$ cat src/rtl/multi_lock_manager_pkg.sv
// multi_lock_manager_pkg: shared opcodes, response codes and FSM state encoding
package multi_lock_manager_pkg;
  localparam logic [7:0] OP_LOCK   = 8'h04;
  localparam logic [7:0] OP_UNLOCK = 8'h06;
  localparam logic [7:0] RSP_NACK  = 8'h00;
  localparam logic [7:0] RSP_GRANT = 8'h01;
  typedef enum logic [1:0] {IDLE, RESP, GRANT} state_e;
endpackage

$ cat src/rtl/multi_lock_manager_rr_arbiter.sv
// lock_rr_arbiter: first set request bit at or after base, wrapping around
module lock_rr_arbiter
  import multi_lock_manager_pkg::*;
#(
  parameter int MAX_ACCS = 16,
  localparam int ACC_BITS = $clog2(MAX_ACCS)
) (
  input  logic [MAX_ACCS-1:0] req,
  input  logic [ACC_BITS-1:0] base,
  output logic                found,
  output logic [ACC_BITS-1:0] idx
);
  int j;
  // Scan offsets from farthest to nearest so the nearest set bit is kept last
  always_comb begin
    found = 1'b0;
    idx = '0;
    j = 0;
    for (int i = MAX_ACCS - 1; i >= 0; i--) begin
      j = int'(base) + i;
      if (j >= MAX_ACCS) j = j - MAX_ACCS;
      if (req[ACC_BITS'(j)]) begin
        found = 1'b1;
        idx = ACC_BITS'(j);
      end
    end
  end
endmodule

$ cat src/rtl/multi_lock_manager.sv
// multi_lock_manager: multi-ID lock arbiter on the accelerator lock streams
module multi_lock_manager
  import multi_lock_manager_pkg::*;
#(
  parameter int MAX_ACCS = 16,
  parameter int NUM_LOCKS = 8,
  parameter int BLOCKING = 0,
  localparam int ACC_BITS = $clog2(MAX_ACCS),
  localparam int LOCK_BITS = $clog2(NUM_LOCKS)
) (
  input  logic                 aclk,
  input  logic                 ps_rst,
  input  logic                 lock_in_tvalid,
  output logic                 lock_in_tready,
  input  logic [ACC_BITS-1:0]  lock_in_tid,
  input  logic [63:0]          lock_in_tdata,
  output logic                 lock_out_tvalid,
  input  logic                 lock_out_tready,
  output logic [ACC_BITS-1:0]  lock_out_tdest,
  output logic [63:0]          lock_out_tdata,
  output logic                 lock_out_tlast,
  output logic [NUM_LOCKS-1:0] locked_mask,
  output logic                 lock_err
);
  state_e state_q, state_d;
  logic in_rdy_q, in_rdy_d, out_v_q, out_v_d, last_q, last_d, err_q, err_d;
  logic [ACC_BITS-1:0] dest_q, dest_d;
  logic [63:0] data_q, data_d;
  logic [NUM_LOCKS-1:0] held_q, held_d;
  logic [ACC_BITS-1:0] owner_q [NUM_LOCKS];
  logic [ACC_BITS-1:0] owner_d [NUM_LOCKS];
  logic [MAX_ACCS-1:0] waiters_q [NUM_LOCKS];
  logic [MAX_ACCS-1:0] waiters_d [NUM_LOCKS];
  logic [7:0] op, id, rsp;
  logic [LOCK_BITS-1:0] lid;
  logic id_ok, accept, is_owner, send, to_grant, arb_found, unused_bits;
  logic [ACC_BITS-1:0] dst, arb_base, arb_idx;
  logic [MAX_ACCS-1:0] arb_req;
  assign op = lock_in_tdata[7:0];
  assign id = lock_in_tdata[15:8];
  assign unused_bits = ^lock_in_tdata[63:16];
  assign lid = id[LOCK_BITS-1:0];
  assign id_ok = int'(id) < NUM_LOCKS;
  assign accept = lock_in_tvalid & in_rdy_q;
  assign is_owner = held_q[lid] && owner_q[lid] == lock_in_tid;
  assign arb_base = owner_q[lid] == ACC_BITS'(MAX_ACCS - 1) ? '0 : owner_q[lid] + 1'b1;
  assign arb_req = waiters_q[lid] & ~(MAX_ACCS'(1) << owner_q[lid]);
  lock_rr_arbiter #(.MAX_ACCS(MAX_ACCS)) u_arb (
    .req  (arb_req),
    .base (arb_base),
    .found(arb_found),
    .idx  (arb_idx)
  );
  // Decode the accepted beat, update the lock table and stage any response
  always_comb begin
    state_d = state_q;
    held_d = held_q;
    owner_d = owner_q;
    waiters_d = waiters_q;
    out_v_d = out_v_q;
    dest_d = dest_q;
    data_d = data_q;
    err_d = 1'b0;
    send = 1'b0;
    to_grant = 1'b0;
    rsp = RSP_NACK;
    dst = lock_in_tid;
    if (state_q != IDLE) begin
      if (lock_out_tready) begin
        state_d = IDLE;
        out_v_d = 1'b0;
      end
    end else if (accept) begin
      if (op == OP_LOCK) begin
        send = 1'b1;
        if (!id_ok) err_d = 1'b1;
        else if (!held_q[lid]) begin
          held_d[lid] = 1'b1;
          owner_d[lid] = lock_in_tid;
          rsp = RSP_GRANT;
        end else if (is_owner) rsp = RSP_GRANT;
        else if (BLOCKING != 0) begin
          send = 1'b0;
          waiters_d[lid][lock_in_tid] = 1'b1;
        end
      end else if (op == OP_UNLOCK) begin
        if (!id_ok || !is_owner) err_d = 1'b1;
        else if (arb_found) begin
          owner_d[lid] = arb_idx;
          waiters_d[lid][arb_idx] = 1'b0;
          send = 1'b1;
          to_grant = 1'b1;
          rsp = RSP_GRANT;
          dst = arb_idx;
        end else held_d[lid] = 1'b0;
      end else err_d = 1'b1;
    end
    if (send) begin
      state_d = to_grant ? GRANT : RESP;
      out_v_d = 1'b1;
      dest_d = dst;
      data_d = {48'b0, id, rsp};
    end
    in_rdy_d = state_d == IDLE;
    last_d = out_v_d;
  end
  // Register FSM state, lock table and all stream outputs
  always_ff @(posedge aclk or posedge ps_rst) begin
    if (ps_rst) begin
      state_q <= IDLE;
      in_rdy_q <= 1'b0;
      out_v_q <= 1'b0;
      last_q <= 1'b0;
      err_q <= 1'b0;
      dest_q <= '0;
      data_q <= '0;
      held_q <= '0;
      owner_q <= '{default: '0};
      waiters_q <= '{default: '0};
    end else begin
      state_q <= state_d;
      in_rdy_q <= in_rdy_d;
      out_v_q <= out_v_d;
      last_q <= last_d;
      err_q <= err_d;
      dest_q <= dest_d;
      data_q <= data_d;
      held_q <= held_d;
      owner_q <= owner_d;
      waiters_q <= waiters_d;
    end
  end
  assign lock_in_tready = in_rdy_q;
  assign lock_out_tvalid = out_v_q;
  assign lock_out_tdest = dest_q;
  assign lock_out_tdata = data_q;
  assign lock_out_tlast = last_q;
  assign locked_mask = held_q;
  assign lock_err = err_q;
endmodule

$ cat config.mk
export PLATFORM = sky130hd
export DESIGN_NAME = multi_lock_manager
export DESIGN_NICKNAME = d
export VERILOG_FILES = /design/src/rtl/multi_lock_manager_pkg.sv /design/src/rtl/multi_lock_manager_rr_arbiter.sv /design/src/rtl/multi_lock_manager.sv
export SDC_FILE = /design/constraint.sdc
export NUM_CORES = 1
export LEC_CHECK = 0
export ABC_AREA = 0
export CAP_MARGIN = 10
export CORE_MARGIN = 8
export CORE_UTILIZATION = 45
export DETAILED_ROUTE_END_ITERATION = 10
export PLACE_DENSITY = 0.72
export SYNTH_ARGS = -nofsm -noshare
export SYNTH_HDL_FRONTEND = slang
export SYNTH_SLANG_ARGS = --single-unit
$ cat constraint.sdc
create_clock -name aclk -period 11.8 [get_ports aclk]
set_input_delay 2.36 -clock aclk [delete_from_list [all_inputs] [get_ports aclk]]
set_output_delay 2.36 -clock aclk [all_outputs]
set_load 0.005 [all_outputs]
==> impl_metrics.env, run 1 <==
export IMPL_hold_depth=2
export IMPL_worst_slew_pin_slew_ns=1.10
export IMPL_setup_viol=0
export IMPL_cpMaxStageDelayCell="or4_1"
export IMPL_root_buffer="clkbuf_16"
export IMPL_p_leak_nw=5.91
export IMPL_skew_ns=0.00985
export IMPL_syn2layout_area_growth_pct=9.29
export IMPL_path_clk_slew_ns=0.07
export IMPL_drt_wl_total_um=39000
export IMPL_avgSynthCellArea_um2=9.96
export IMPL_io_buffer_count=48
export IMPL_synth_seq_cells=186
export IMPL_cts_buffers=17
export IMPL_ys_seq_area_frac=0.372
export IMPL_maxSlewHeadroom=0.262
export IMPL_maxSlewViolCount=0
export IMPL_worstPathRequired_ns=12.12
export IMPL_cts_tree="built"
export IMPL_dr_pass1_iters=6
export IMPL_start_util=0.453
export IMPL_grt_ovfl_total=0
export IMPL_reg2reg_depth=19
export IMPL_cp_arrival_ns=9.92
export IMPL_rsz0062_at_grt="no"
export IMPL_drv_cap=0
export IMPL_num_rows=61
export IMPL_grt_total_usage=0.230
export IMPL_ys_warnings_count=0
export IMPL_clk_latency_ns=0.44
export IMPL_clk_path_buf_depth=2
export IMPL_insertedDiodeCount=0
export IMPL_nNetsFinal=1344
export IMPL_cp_common_cell="ha_1"
export IMPL_htree_levels=4
export IMPL_gp_congestion=0.947
export IMPL_worstPathCellList="clkdlybuf4s50_1 > buf_4 > or3b_2 > a21oi_2 > nor2_2 > inv_2 > ha_1 > ha_1 > inv_1 > ha_1 > inv_1 > nand2_1 > o32ai_1 > a211oi_1 > buf_4 > a221oi_1 > nor4b_1 > or4b_1 > and2_1 > or4_1 > o31a_1"
export IMPL_avgRoutedWirePerCell_um=23.6
export IMPL_path_max_fanout=36
export IMPL_power_density_nw_per_um2=101
export IMPL_io_pins=152
export IMPL_fill_cells=2537
export IMPL_ys_types=92
export IMPL_synth_ff_type="dfrtp_1"
export IMPL_async_flop_share=1.00
export IMPL_drive_gt1_frac=0.157
export IMPL_critPathKind="in2reg"
export IMPL_run_status="completed"
export IMPL_total_power_mw=1.38
export IMPL_drc=0
export IMPL_endpoint_kind="flip-flop"
export IMPL_dp_hpwl_um=27300
export IMPL_min_period_ns=9.60
export IMPL_worstReg2RegStart="owner_q[24]"
export IMPL_cts_repair_resized=0
export IMPL_synth_edf_count=0
export IMPL_min_period_over_period=0.814
export IMPL_clock_sinks=186
export IMPL_min_from="lock_out_tdest[3]"
export IMPL_grt_pass1_wl_um=60600
export IMPL_vias=10766
export IMPL_syn_inst=1257
export IMPL_die_area_um2=33400
export IMPL_hold_violations=0
export IMPL_die_w_um=183
export IMPL_antenna_found_initial=0
export IMPL_slowest_delay_ns=0.91
export IMPL_reg2reg_slack_ns=4.28
export IMPL_start_kind="input port"
export IMPL_tns_ns=0
export IMPL_synth_area_um2=12500
export IMPL_ctsHoldBuffers=0
export IMPL_hold_slack_ns=0.493
export IMPL_antenna_left=0
export IMPL_grt_pass1_vias=10495
export IMPL_die_y_um=183
export IMPL_routed_via_density=6.52
export IMPL_clock_fmax_mhz=104
export IMPL_grt_max_degree=110
export IMPL_cp_startpoint="lock_in_tdata[8]"
export IMPL_post_cts_buffers=0
export IMPL_hold_class="reg2reg"
export IMPL_ir_drop_v=0.0000968
export IMPL_drtIter0Drc=1182
export IMPL_core_area_um2=27600
[through the flow]
stage	area (µm²)	setup WS (ns)	utilization	cells
floorplan	12700	2.98	-	1311
global placement	13100	1.95	0.473	1617
detailed placement	13100	1.91	0.473	1617
CTS	13700	2.39	0.495	1649
global route	13700	2.02	0.495	1650
finish	13700	2.20	0.495	1650
[flip-flops by register name, summed over array words and instances, names as in the netlist, named ones only]
name            flops
state_q             2
lock_in_tready      1
waiters_q         128
lock_out_tdata      9
lock_err            1
owner_q            32
lock_out_tlast      1
lock_out_tdest      4
[power by group]
group | internal, mW | switching (mW)
Sequential | 0.640 | 0.00185
Clock | 0.304 | 0.277
Combinational | 0.0521 | 0.106
[path summary, 6_finish.rpt]
check | endpoint
min in group asynchronous | lock_out_tdata[12]
worst max-delay path | waiters_q[36]
worst min register to register | lock_out_tdest[3]
max in group asynchronous | waiters_q[126]
worst min-delay path | lock_out_tdest[3]
worst max register to register | waiters_q[36]
[layout make-up]
type | instances | area [µm²] | area share
clock buffers | 17 | 425 | 0.0311
clock inverters | 15 | 184 | 0.0134
inverters | 87 | 332 | 0.0242
multi-input cells | 885 | 6890 | 0.504
flip-flops and latches | 186 | 4650 | 0.340
well taps | 378 | 473 | 0.0346
repair buffers | 82 | 723 | 0.0528
[critical path, delay by kind of cell]
kind / cells / cell delay, ns
and+or+nand+nor: 7 / 2.88
AOI/OAI and AO/OA: 5 / 1.76
buffers and inverters: 6 / 1.59
adders and majority gates: 3 / 1.29
[per-layer routing]
metal  routed length (µm)  GRT usage  up-vias
li1                     -          -     4707
met1                15900      0.299     5336
met2                17800      0.365      616
met3                 3680     0.0467      107
met4                 1690      0.109        0
met5                    0          0        -
[cell usage after synthesis, drive strengths merged, types with 5 or more instances]
cell type	n	area, µm²
a2111oi	19	168
nor3b	5	37.5
mux2i	38	388
o211a	5	50.1
a311oi	6	58.8
a21o	7	52.6
clkbuf	63	238
dfrtp	186	4650
nand2	76	288
o2111ai	6	52.6
a211o	5	43.8
nand3	28	140
a221o	7	70.1
nor2b	8	50.1
o21ai	45	229
buf	90	648
a21oi	25	129
and3	7	43.8
o21a	5	37.5
o31ai	23	178
xnor2	11	115
a221oi	12	111
a31oi	75	469
and2	15	93.8
o311ai	6	60.1
nor2	47	179
xor2	8	70.1
nand4	6	37.5
or2	5	31.3
mux2	52	589
o31a	65	569
inv	86	323
nand2b	7	43.8
nor4	23	144
a211oi	14	110
mux4	45	1010
a22o	8	70.1
ha	13	163
nor3	28	145
a22oi	13	97.6
o211ai	13	103
[kinds of logic (layout without fill, tap and decap cells)]
kind of cell | Yosys count | count (layout) | synth area share
muxes | 135 | 135 | 0.159
adders and majority gates | 13 | 13 | 0.0130
AOI/OAI and AO/OA | 393 | 393 | 0.236
xor gates and xnor gates | 19 | 19 | 0.0148
DFF | 186 | 186 | 0.372
and+or+nand+nor | 270 | 270 | 0.108
other | 1 | 55 | 0.000299
buffers and inverters | 240 | 201 | 0.0968
[layout by cell type (no fill, tap or decap), types with 39 or more instances in the layout]
cell               n
inv_1             82
nor2_1            45
mux2_2            51
dfrtp_1          186
o21ai_0           39
nand2_1           75
mux4_2            45
o31a_1            65
clkdlybuf4s50_1   46
a31oi_1           75
conb_1            55
No activity file was read; power rests on OpenSTA's default activity.
==> run 2, diff against run 1 <==
--- a/config.mk
+++ b/config.mk
@@ -10,7 +10,7 @@
 export CORE_MARGIN = 8
 export CORE_UTILIZATION = 45
 export DETAILED_ROUTE_END_ITERATION = 10
-export PLACE_DENSITY = 0.72
+export PLACE_DENSITY = 0.74
 export SYNTH_ARGS = -nofsm -noshare
 export SYNTH_HDL_FRONTEND = slang
 export SYNTH_SLANG_ARGS = --single-unit
==> constraint.sdc (replaced) <==
create_clock -name aclk -period 7.9 [get_ports aclk]
set_input_delay 1.58 -clock aclk [delete_from_list [all_inputs] [get_ports aclk]]
set_output_delay 1.58 -clock aclk [all_outputs]
set_load 0.005 [all_outputs]
==> run 2 against run 1 <==
Clock skew grew 0.0077 ns; die area is the same; combinational power grew 54%; clock-buffer cell count grew 2; hold slack lost 0.0086 ns; sequential share of layout area shrank 0.97 points; non-clock buffer count grew 45.
==> impl_metrics.env, run 2 (synthesis gave the netlist of run 1 again) <==
export IMPL_reg2reg_depth=18
export IMPL_die_w_um=183
export IMPL_drive_gt1_frac=0.186
export IMPL_slowest_delay_ns=0.78
export IMPL_io_buffer_count=48
export IMPL_syn2layout_area_growth_pct=12.5
export IMPL_num_rows=61
export IMPL_worstReg2RegStart="owner_q[24]"
export IMPL_hold_depth=2
export IMPL_clockPowerShare=0.431
export IMPL_r2r_end="waiters_q[33]"
export IMPL_insertedDiodeCount=0
export IMPL_io_pins=152
export IMPL_drtIter0Drc=1253
export IMPL_path_max_fanout=18
export IMPL_fill_cells=2530
export IMPL_clk_path_buf_depth=2
export IMPL_worstPathRequired_ns=8.18
export IMPL_cts_buffers=17
export IMPL_max_flop_register="waiters_q"
export IMPL_p_leak_nw=6.16
export IMPL_gp_congestion=0.964
export IMPL_crit_buf_inv=4
export IMPL_grt_pass1_wl_um=60500
export IMPL_cpMaxStageDelayCell="a2111oi_0"
export IMPL_holdPathEnd="lock_out_tdata[8]"
export IMPL_multi_input_area_um2=6900
export IMPL_hold_class="reg2reg"
export IMPL_vias=10825
export IMPL_grt_total_usage=0.228
export IMPL_cts_tree="built"
export IMPL_drc=0
export IMPL_p_sw_uw=549
export IMPL_switching_share=0.259
export IMPL_antenna_found_initial=1
export IMPL_min_period_ns=7.58
export IMPL_ir_drop_v=0.000139
export IMPL_crit_family="compound AO/OA/AOI/OAI gates"
export IMPL_p_int_mw=1.57
export IMPL_worstPathCellList="clkdlybuf4s50_1 > mux4_2 > nor2_2 > inv_2 > ha_1 > ha_1 > buf_4 > xnor2_1 > buf_4 > nand3_1 > a32oi_1 > nand4_1 > nand2_1 > nor3_1 > o32ai_1 > nand2_1 > a2111oi_0 > a31oi_1"
export IMPL_grt_pass1_vias=10434
export IMPL_min_from="lock_out_tdata[8]"
export IMPL_avgRoutedWirePerCell_um=22.9
export IMPL_htree_levels=4
export IMPL_die_area_um2=33400
export IMPL_antenna_left=0
export IMPL_grt_max_degree=107
export IMPL_skew_ns=0.0175
export IMPL_post_cts_buffers=0
export IMPL_p_comb_frac=0.115
export IMPL_hold_slack_ns=0.484
export IMPL_setup_viol=0
export IMPL_critPathKind="in2reg"
export IMPL_seqCellArea_um2=4650
export IMPL_path_clk_slew_ns=0.08
export IMPL_endpoint_kind="flip-flop"
export IMPL_routed_via_density=6.39
export IMPL_start_util=0.453
export IMPL_min_period_over_period=0.959
export IMPL_dp_hpwl_um=28400
export IMPL_die_y_um=183
export IMPL_final_common_cell="dfrtp_1"
export IMPL_drt_wl_total_um=38800
export IMPL_root_buffer="clkbuf_16"
export IMPL_start_kind="input port"
export IMPL_worst_slew_pin_slew_ns=1.10
export IMPL_core_area_um2=27600
export IMPL_grt_ovfl_total=0
export IMPL_maxSlewViolCount=0
export IMPL_layout_common_cells="dfrtp_1 (186), inv_1 (82), buf_4 (76), a31oi_1 (75), nand2_1 (75)"
export IMPL_dr_pass1_iters=5
export IMPL_clk_latency_ns=0.43
export IMPL_drv_cap=0
export IMPL_clock_sinks=186
export IMPL_hold_violations=0
export IMPL_power_density_nw_per_um2=150
export IMPL_postLayoutCoreUtil=0.510
export IMPL_run_status="completed"
export IMPL_rsz0062_at_grt="no"
export IMPL_largest_reg_flops=128
export IMPL_tns_ns=0
export IMPL_maxSlewHeadroom=0.263
export IMPL_clock_fmax_mhz=132
export IMPL_power_share_sequential=0.454
export IMPL_reg2reg_slack_ns=1.45
export IMPL_nNetsFinal=1389
export IMPL_cp_arrival_ns=7.85
run 2: worst max path at each step:
stage / startpoint / slack, ns / cells past startpoint / to
2_1_floorplan: lock_in_tdata[10] / 0.11 / 24 / waiters_q[12]
3_3_place_gp: lock_in_tdata[8] / 0.05 / 19 / waiters_q[41]
3_5_place_dp: lock_in_tdata[8] / -0.1 / 18 / owner_q[22]
4_1_cts: lock_in_tdata[8] / 0.30 / 18 / owner_q[14]
5_1_grt: lock_in_tdata[8] / 0.03 / 19 / waiters_q[105]
6_report: lock_in_tdata[8] / 0.32 / 18 / waiters_q[33]
run 2: layout make-up:
type,count,share of cell area
multi-input cells,885,0.490
flip-flops and latches,186,0.330
repair buffers,127,0.0782
well taps,378,0.0336
clock buffers,19,0.0322
inverters,87,0.0235
clock inverters,13,0.0126
run 2: what timing repair did:
| item | in CTS | in global routing |
|---|---|---|
| endpoints found under the setup margin | 0 | 8 |
| resized for setup | 0 | 4 |
| hold buffers | 0 | 0 |
| hold endpoints to repair | 0 | 0 |
run 2: per-stage QoR:
step                      instance area [µm²]  setup WS [ns]  power (mW)  instances
final                                   14100          0.322        2.12       1695
after global routing                    14100         0.0333        2.18       1695
after CTS                               14100          0.305        2.12       1694
after detailed placement                13400        -0.0976        1.22       1662
after global placement                  13400         0.0485        1.21       1662
after floorplan                         12700          0.113        1.15       1311
run 2: power by group through the flow:
stage	registers [mW]	logic, mW	clock network (mW)
after floorplan	0.979	0.169	0
after global placement	0.978	0.236	0
after detailed placement	0.979	0.238	0
after CTS	0.960	0.239	0.917
after global routing	0.960	0.261	0.954
final	0.960	0.244	0.912
run 2: routing by layer:
layer / vias to the layer above / global-route usage / routed length, µm
met4: 0 / 0.0930 / 1370
met1: 5397 / 0.310 / 16200
li1: 4779 / - / -
met3: 95 / 0.0390 / 3320
met2: 554 / 0.359 / 17900
met5: - / 0 / 0
run 2: tightest hold or removal path, cell delays in order, from the launching register on:
cell,delay (ns)
dfrtp_1,0.35
nand2_1,0.05
o21ai_0,0.06
==> run 3, diff against run 2 <==
--- a/config.mk
+++ b/config.mk
@@ -11,6 +11,7 @@
 export CORE_UTILIZATION = 45
 export DETAILED_ROUTE_END_ITERATION = 10
 export PLACE_DENSITY = 0.74
+export REMOVE_ABC_BUFFERS = 1
 export SYNTH_ARGS = -nofsm -noshare
 export SYNTH_HDL_FRONTEND = slang
 export SYNTH_SLANG_ARGS = --single-unit
==> run 3 against run 2 <==
Sequential share of layout area unchanged; critical path depth is 1 lower; sequential power about the same; wire length rose by 1.2%; cell count up 0.41%; first-iteration DRC count is 18% higher; clock skew shrank 0.0068 ns; non-clock buffer count is 7 higher; via count rose by 1.7%; sequential cell count stayed put; critical path type unchanged; largest cell class unchanged; largest power group unchanged; highest routed layer unchanged.
==> impl_metrics.env, run 3 (synthesis gave the netlist of run 1 again) <==
export IMPL_maxSlewViolCount=0
export IMPL_worstPathRequired_ns=8.18
export IMPL_maxSlewHeadroom=0.203
export IMPL_nNetsFinal=1396
export IMPL_htree_levels=4
export IMPL_fill_cells=2525
export IMPL_post_cts_buffers=0
export IMPL_grt_total_usage=0.230
export IMPL_r2r_end="waiters_q[59]"
export IMPL_root_buffer="clkbuf_16"
export IMPL_die_w_um=183
export IMPL_layout_common_cells="dfrtp_1 (186), buf_4 (86), inv_1 (82), a31oi_1 (75), nand2_1 (75)"
export IMPL_hold_class="reg2reg"
export IMPL_clk_path_buf_depth=2
export IMPL_run_status="completed"
export IMPL_ctsHoldBuffers=0
export IMPL_reg2reg_depth=17
export IMPL_cts_buffers=17
export IMPL_start_util=0.453
export IMPL_crit_buf_inv=5
export IMPL_drt_wl_total_um=39200
export IMPL_min_from="lock_out_tdata[8]"
export IMPL_io_pins=152
export IMPL_max_flop_register="waiters_q"
export IMPL_hold_depth=2
export IMPL_worst_slew_pin_slew_ns=1.19
export IMPL_antenna_left=0
export IMPL_grt_pass1_vias=10772
export IMPL_path_max_fanout=20
export IMPL_routed_via_density=6.47
export IMPL_final_common_cell="dfrtp_1"
export IMPL_reg2reg_slack_ns=1.50
export IMPL_cpMaxStageDelayCell="a2111oi_0"
export IMPL_critPathKind="in2reg"
export IMPL_ir_drop_v=0.000182
export IMPL_holdPathEnd="lock_out_tdata[8]"
export IMPL_avgRoutedWirePerCell_um=23.1
export IMPL_min_period_over_period=0.973
export IMPL_insertedDiodeCount=0
export IMPL_p_leak_nw=6.16
export IMPL_crit_family="multiplexers"
export IMPL_skew_ns=0.0107
export IMPL_min_period_ns=7.68
export IMPL_die_area_um2=33400
export IMPL_drtIter0Drc=1478
export IMPL_start_kind="input port"
export IMPL_gp_congestion=1.02
export IMPL_cts_tree="built"
export IMPL_die_y_um=183
export IMPL_num_rows=61
export IMPL_syn2layout_area_growth_pct=12.5
export IMPL_endpoint_kind="flip-flop"
export IMPL_vias=11004
export IMPL_cp_common_cell="buf_4"
export IMPL_largest_reg_flops=128
export IMPL_clock_fmax_mhz=130
export IMPL_clock_sinks=186
export IMPL_slowest_delay_ns=0.72
export IMPL_grt_ovfl_total=0
export IMPL_rsz0062_at_grt="no"
export IMPL_power_density_nw_per_um2=149
export IMPL_grt_pass1_wl_um=61000
export IMPL_drc=0
export IMPL_postLayoutCoreUtil=0.510
export IMPL_dr_pass1_iters=5
export IMPL_dp_hpwl_um=27800
export IMPL_tns_ns=0
export IMPL_hold_violations=0
export IMPL_multi_input_area_um2=6900
export IMPL_drv_cap=0
export IMPL_total_power_mw=2.10
export IMPL_clk_latency_ns=0.44
export IMPL_seqCellArea_um2=4650
export IMPL_worstReg2RegStart="owner_q[24]"
export IMPL_core_area_um2=27600
export IMPL_worstPathCellList="clkdlybuf4s50_1 > buf_4 > mux4_2 > mux2_2 > buf_4 > inv_2 > nor2_1 > a221oi_2 > nor2_1 > mux4_2 > mux2i_1 > nor4_1 > nand4_1 > nand4_1 > buf_4 > a2111oi_0 > a31oi_1"
export IMPL_cp_arrival_ns=7.96
export IMPL_io_buffer_count=48
export IMPL_setup_viol=0
export IMPL_antenna_found_initial=0
export IMPL_grt_max_degree=109
export IMPL_drive_gt1_frac=0.190
export IMPL_path_clk_slew_ns=0.07
==> run 3: changes by cell type in the layout (fill, tap and decap cells not counted), moves of 2 or more <==
cell and change:
clkinv_4 +2, clkbuf_8 -2, a2111oi_1 -3, buf_12 -3, a2111oi_0 +3, buf_4 +10
==> run 3: cell type report <==
| cell class | instances | share of cell area |
|---|---|---|
| inverters | 87 | 0.0235 |
| multi-input cells | 885 | 0.490 |
| well taps | 378 | 0.0336 |
| flip-flops and latches | 186 | 0.330 |
| clock inverters | 14 | 0.0130 |
| clock buffers | 18 | 0.0305 |
| repair buffers | 134 | 0.0792 |
==> run 3: per-stage QoR <==
stage	std cells	worst slack [ns]	cell area (µm²)	hold slack [ns]
final	1702	0.217	14100	0.487
after global placement	1669	0.0506	13500	0.465
after floorplan	1158	-0.833	11800	0.462
after CTS	1701	0.358	14100	0.494
after detailed placement	1669	-0.0408	13500	0.477
after global routing	1702	0.0668	14100	0.505
==> run 3: power by group <==
| part | switching [mW] | internal [mW] | total, mW |
|---|---|---|---|
| clock | 0.387 | 0.505 | 0.893 |
| sequential | 0.00328 | 0.957 | 0.960 |
| combinational | 0.160 | 0.0828 | 0.243 |
==> run 3: per-layer routing <==
metal / track usage / up-vias / part of all wire
li1: - / 4809 / -
met1: 0.300 / 5448 / 0.41
met2: 0.362 / 624 / 0.46
met3: 0.0530 / 123 / 0.094
met4: 0.101 / 0 / 0.042
met5: 0 / - / 0
==> run 3: worst register-to-register path, cell delays in order, from the launching register on <==
cell and delay (ns):
dfrtp_1 0.37, mux2_4 0.26, mux4_2 0.62, nor2_2 0.19, inv_2 0.08, ha_1 0.21, buf_4 0.18, or2_2 0.31
a221oi_2 0.59, nor2_1 0.18, mux4_2 0.57, mux2i_1 0.42, nor4_1 0.13, nand4_1 0.48, nand4_1 0.43, buf_4 0.34
a2111oi_0 0.73, a31oi_1 0.18
==> run 3: worst max path at each step <==
stage,start,cells after the start,to,slack [ns]
5_1_grt,lock_in_tdata[8],17,waiters_q[59],0.07
3_5_place_dp,lock_in_tdata[8],17,waiters_q[59],-0.04
2_1_floorplan,lock_in_tdata[10],16,waiters_q[117],-0.83
4_1_cts,lock_in_tdata[8],18,waiters_q[113],0.36
6_report,lock_in_tdata[8],17,waiters_q[59],0.22
3_3_place_gp,lock_in_tdata[8],18,waiters_q[115],0.05
==> run 3: repair_timing <==
item,in CTS,in global routing
endpoints found under the setup margin,0,2
hold endpoints to repair,0,0
resized for setup,0,1
==> patch, RTL diff (settings of run 3) <==
Change the parameter `NUM_LOCKS` from 8 to 4.
--- a/src/rtl/multi_lock_manager.sv
+++ b/src/rtl/multi_lock_manager.sv
@@ -5,3 +5,3 @@
   parameter int MAX_ACCS = 16,
-  parameter int NUM_LOCKS = 8,
+  parameter int NUM_LOCKS = 4,
   parameter int BLOCKING = 0,
Ports: changed (resized locked_mask); port bits go from 152 to 148. The function was not compared with the original's and may differ.
==> patch against run 3 <==
Sequential cell count is 84 lower; area after synthesis is 36% lower; fmax is 3.8% higher; worst setup slack better by 280 ps; clock skew is 3.8 ps lower; critical endpoint is now waiters_q[6]; sequential share of layout area is 3.5 points lower; synthesized cell count is 36% lower; non-clock buffer count is 70 lower; die area is 33% lower; total power is 51% lower; via count is 38% lower; cell area is 39% lower; wire length is 42% lower; register-to-register slack better by 450 ps.
==> patch: results <==
{
  "status": "completed",
  "route.vias.total": 6781,
  "final_net_count": 914,
  "r2r_cells": 16,
  "leakagePower_nw": 3.641,
  "yosysWarnings": 0,
  "largest-register": "waiters_q",
  "dp_cells": 1043,
  "antenna_found_initial": 0,
  "cts.htree.levels": 3,
  "fin_skew_ps": 6.947,
  "place_area_sq_mm": 0.008347,
  "hold_class": "flip-flop to flip-flop",
  "grt_pass1_vias": 6486,
  "r2r_start": "owner_q[0]",
  "grt_start_max_net_pins": 55,
  "slowest_delay_ps": 620,
  "synth_commonest_cells": "dfrtp_1, buf_4, nand2_1, o31a_1",
  "synth_area_leaders": "dfrtp_1, mux4_2, buf_4",
  "final_hold_viol_count": 0,
  "rrSetupSlack_ps": 1950,
  "ctsHoldBuffers": 0,
  "cts_root_buffer": "clkbuf_16",
  "dr.first_iter.drc_count": 634,
  "gr-usage-all-layers": 0.1997,
  "diodes": 0,
  "numCtsBuffers": 9,
  "wire_per_inst_microns": 21.36,
  "clkLatencyLatePin_ps": 350,
  "vias_per_cell": 6.409,
  "gpl.final_weighted_congestion": 0.9961,
  "drc": 0,
  "endpoint": "waiters_q[6]",
  "post_cts_resized": 0,
  "relSlewSlack": 0.3285,
  "seq_area_frac_synth": 0.3196,
  "grt_pass1_wl_microns": 35890,
  "synthCells": 806,
  "synth_cell_types": 85,
  "timing.rr.end": "waiters_q[6]",
  "post-cts-setup-buffer-count": 0,
  "critPathSlowestCell": "mux4_2",
  "async_flop_share": 1.000,
  "io_buffers": 44,
  "worstPathArrival_ps": 7630,
  "largest_reg_flops": 64,
  "hpwlAfterDp_microns": 16770,
  "ir_worst_vdd_mv": 0.1490,
  "holdWs_ps": 475.7,
  "path_clk_slew_ps": 70,
  "cp-startpoint": "lock_in_tdata[9]",
  "drive_above_1_share": 0.1501,
  "first_pass_iters": 7,
  "clock_path_buffers": 2,
  "cp_max_fo": 31
}
-- patch: changes by cell type in the layout (fill, tap and decap cells not counted), moves of 20 or more --
cell     change
o21ai_0     -22
a31oi_1     -69
buf_4       -66
dfrtp_1     -84
o31a_1      -23
nor4_1      -20
inv_1       -55
-- patch: worst max-delay path: cells and delay by family --
family,cells,cell delay (ps)
muxes,1,620
AOI/OAI and AO/OA,5,1880
buffers and inverters,5,1370
adders and majority gates,2,750
and+or+nand+nor,4,1420
-- patch: how the worst min path moves through the flow --
stage                                   end              start  cells after the start
after floorplan               waiters_q[16]      waiters_q[16]                      1
after global placement    lock_out_tdest[0]  lock_out_tdest[0]                      1
after detailed placement  lock_out_tdest[0]  lock_out_tdest[0]                      1
after CTS                 lock_out_tdest[0]  lock_out_tdest[0]                      1
after global routing      lock_out_tdest[0]  lock_out_tdest[0]                      1
final                     lock_out_tdest[0]  lock_out_tdest[0]                      1
-- patch: metal layers --
| layer | GRT usage | vias to the layer above | wire (microns) |
|---|---|---|---|
| met5 | 0 | - | 0 |
| met4 | 0.07118 | 0 | 583 |
| met3 | 0.03034 | 46 | 1662 |
| met2 | 0.3274 | 315 | 10850 |
| met1 | 0.2630 | 3387 | 9502 |
| li1 | - | 3033 | - |
-- patch: layout make-up --
class	instances	area (sq um)
flip-flops and latches	102	2552
clock inverters	6	70.07
inverters	28	107.6
multi-input cells	624	4820
fillers	1607	8655
clock buffers	9	225.2
well taps	225	281.5
repair buffers	64	585.6
-- patch: kinds of logic (layout without fill, tap and decap cells) --
family	Yosys count	count (layout)	share of synthesized area
AO/OA/AOI/OAI	240	240	0.2355
AND/OR/NAND/NOR	214	214	0.1401
buffers and inverters	134	107	0.1022
flip-flops	102	102	0.3196
multiplexers	92	92	0.1684
adder cells (fa/ha/maj)	13	13	0.02037
XOR/XNOR	10	10	0.01332
other	1	55	0.0004696
-- patch: power by group --
group / switching (mW) / leakage [nW] / internal (mW) / total, mW
logic: 0.0339 / 2.08 / 0.0192 / 0.0531
registers: 0.000476 / 1.41 / 0.523 / 0.523
clock network: 0.200 / 0.147 / 0.247 / 0.448
total: 0.235 / 3.64 / 0.789 / 1.02
-- patch: metrics by stage --
step,setup WS [ps],utilization
after floorplan,1110,-
after global placement,302.8,0.4826
after detailed placement,376.1,0.4826
after CTS,684.6,0.4996
after global routing,213.4,0.4996
final,496.9,0.4996
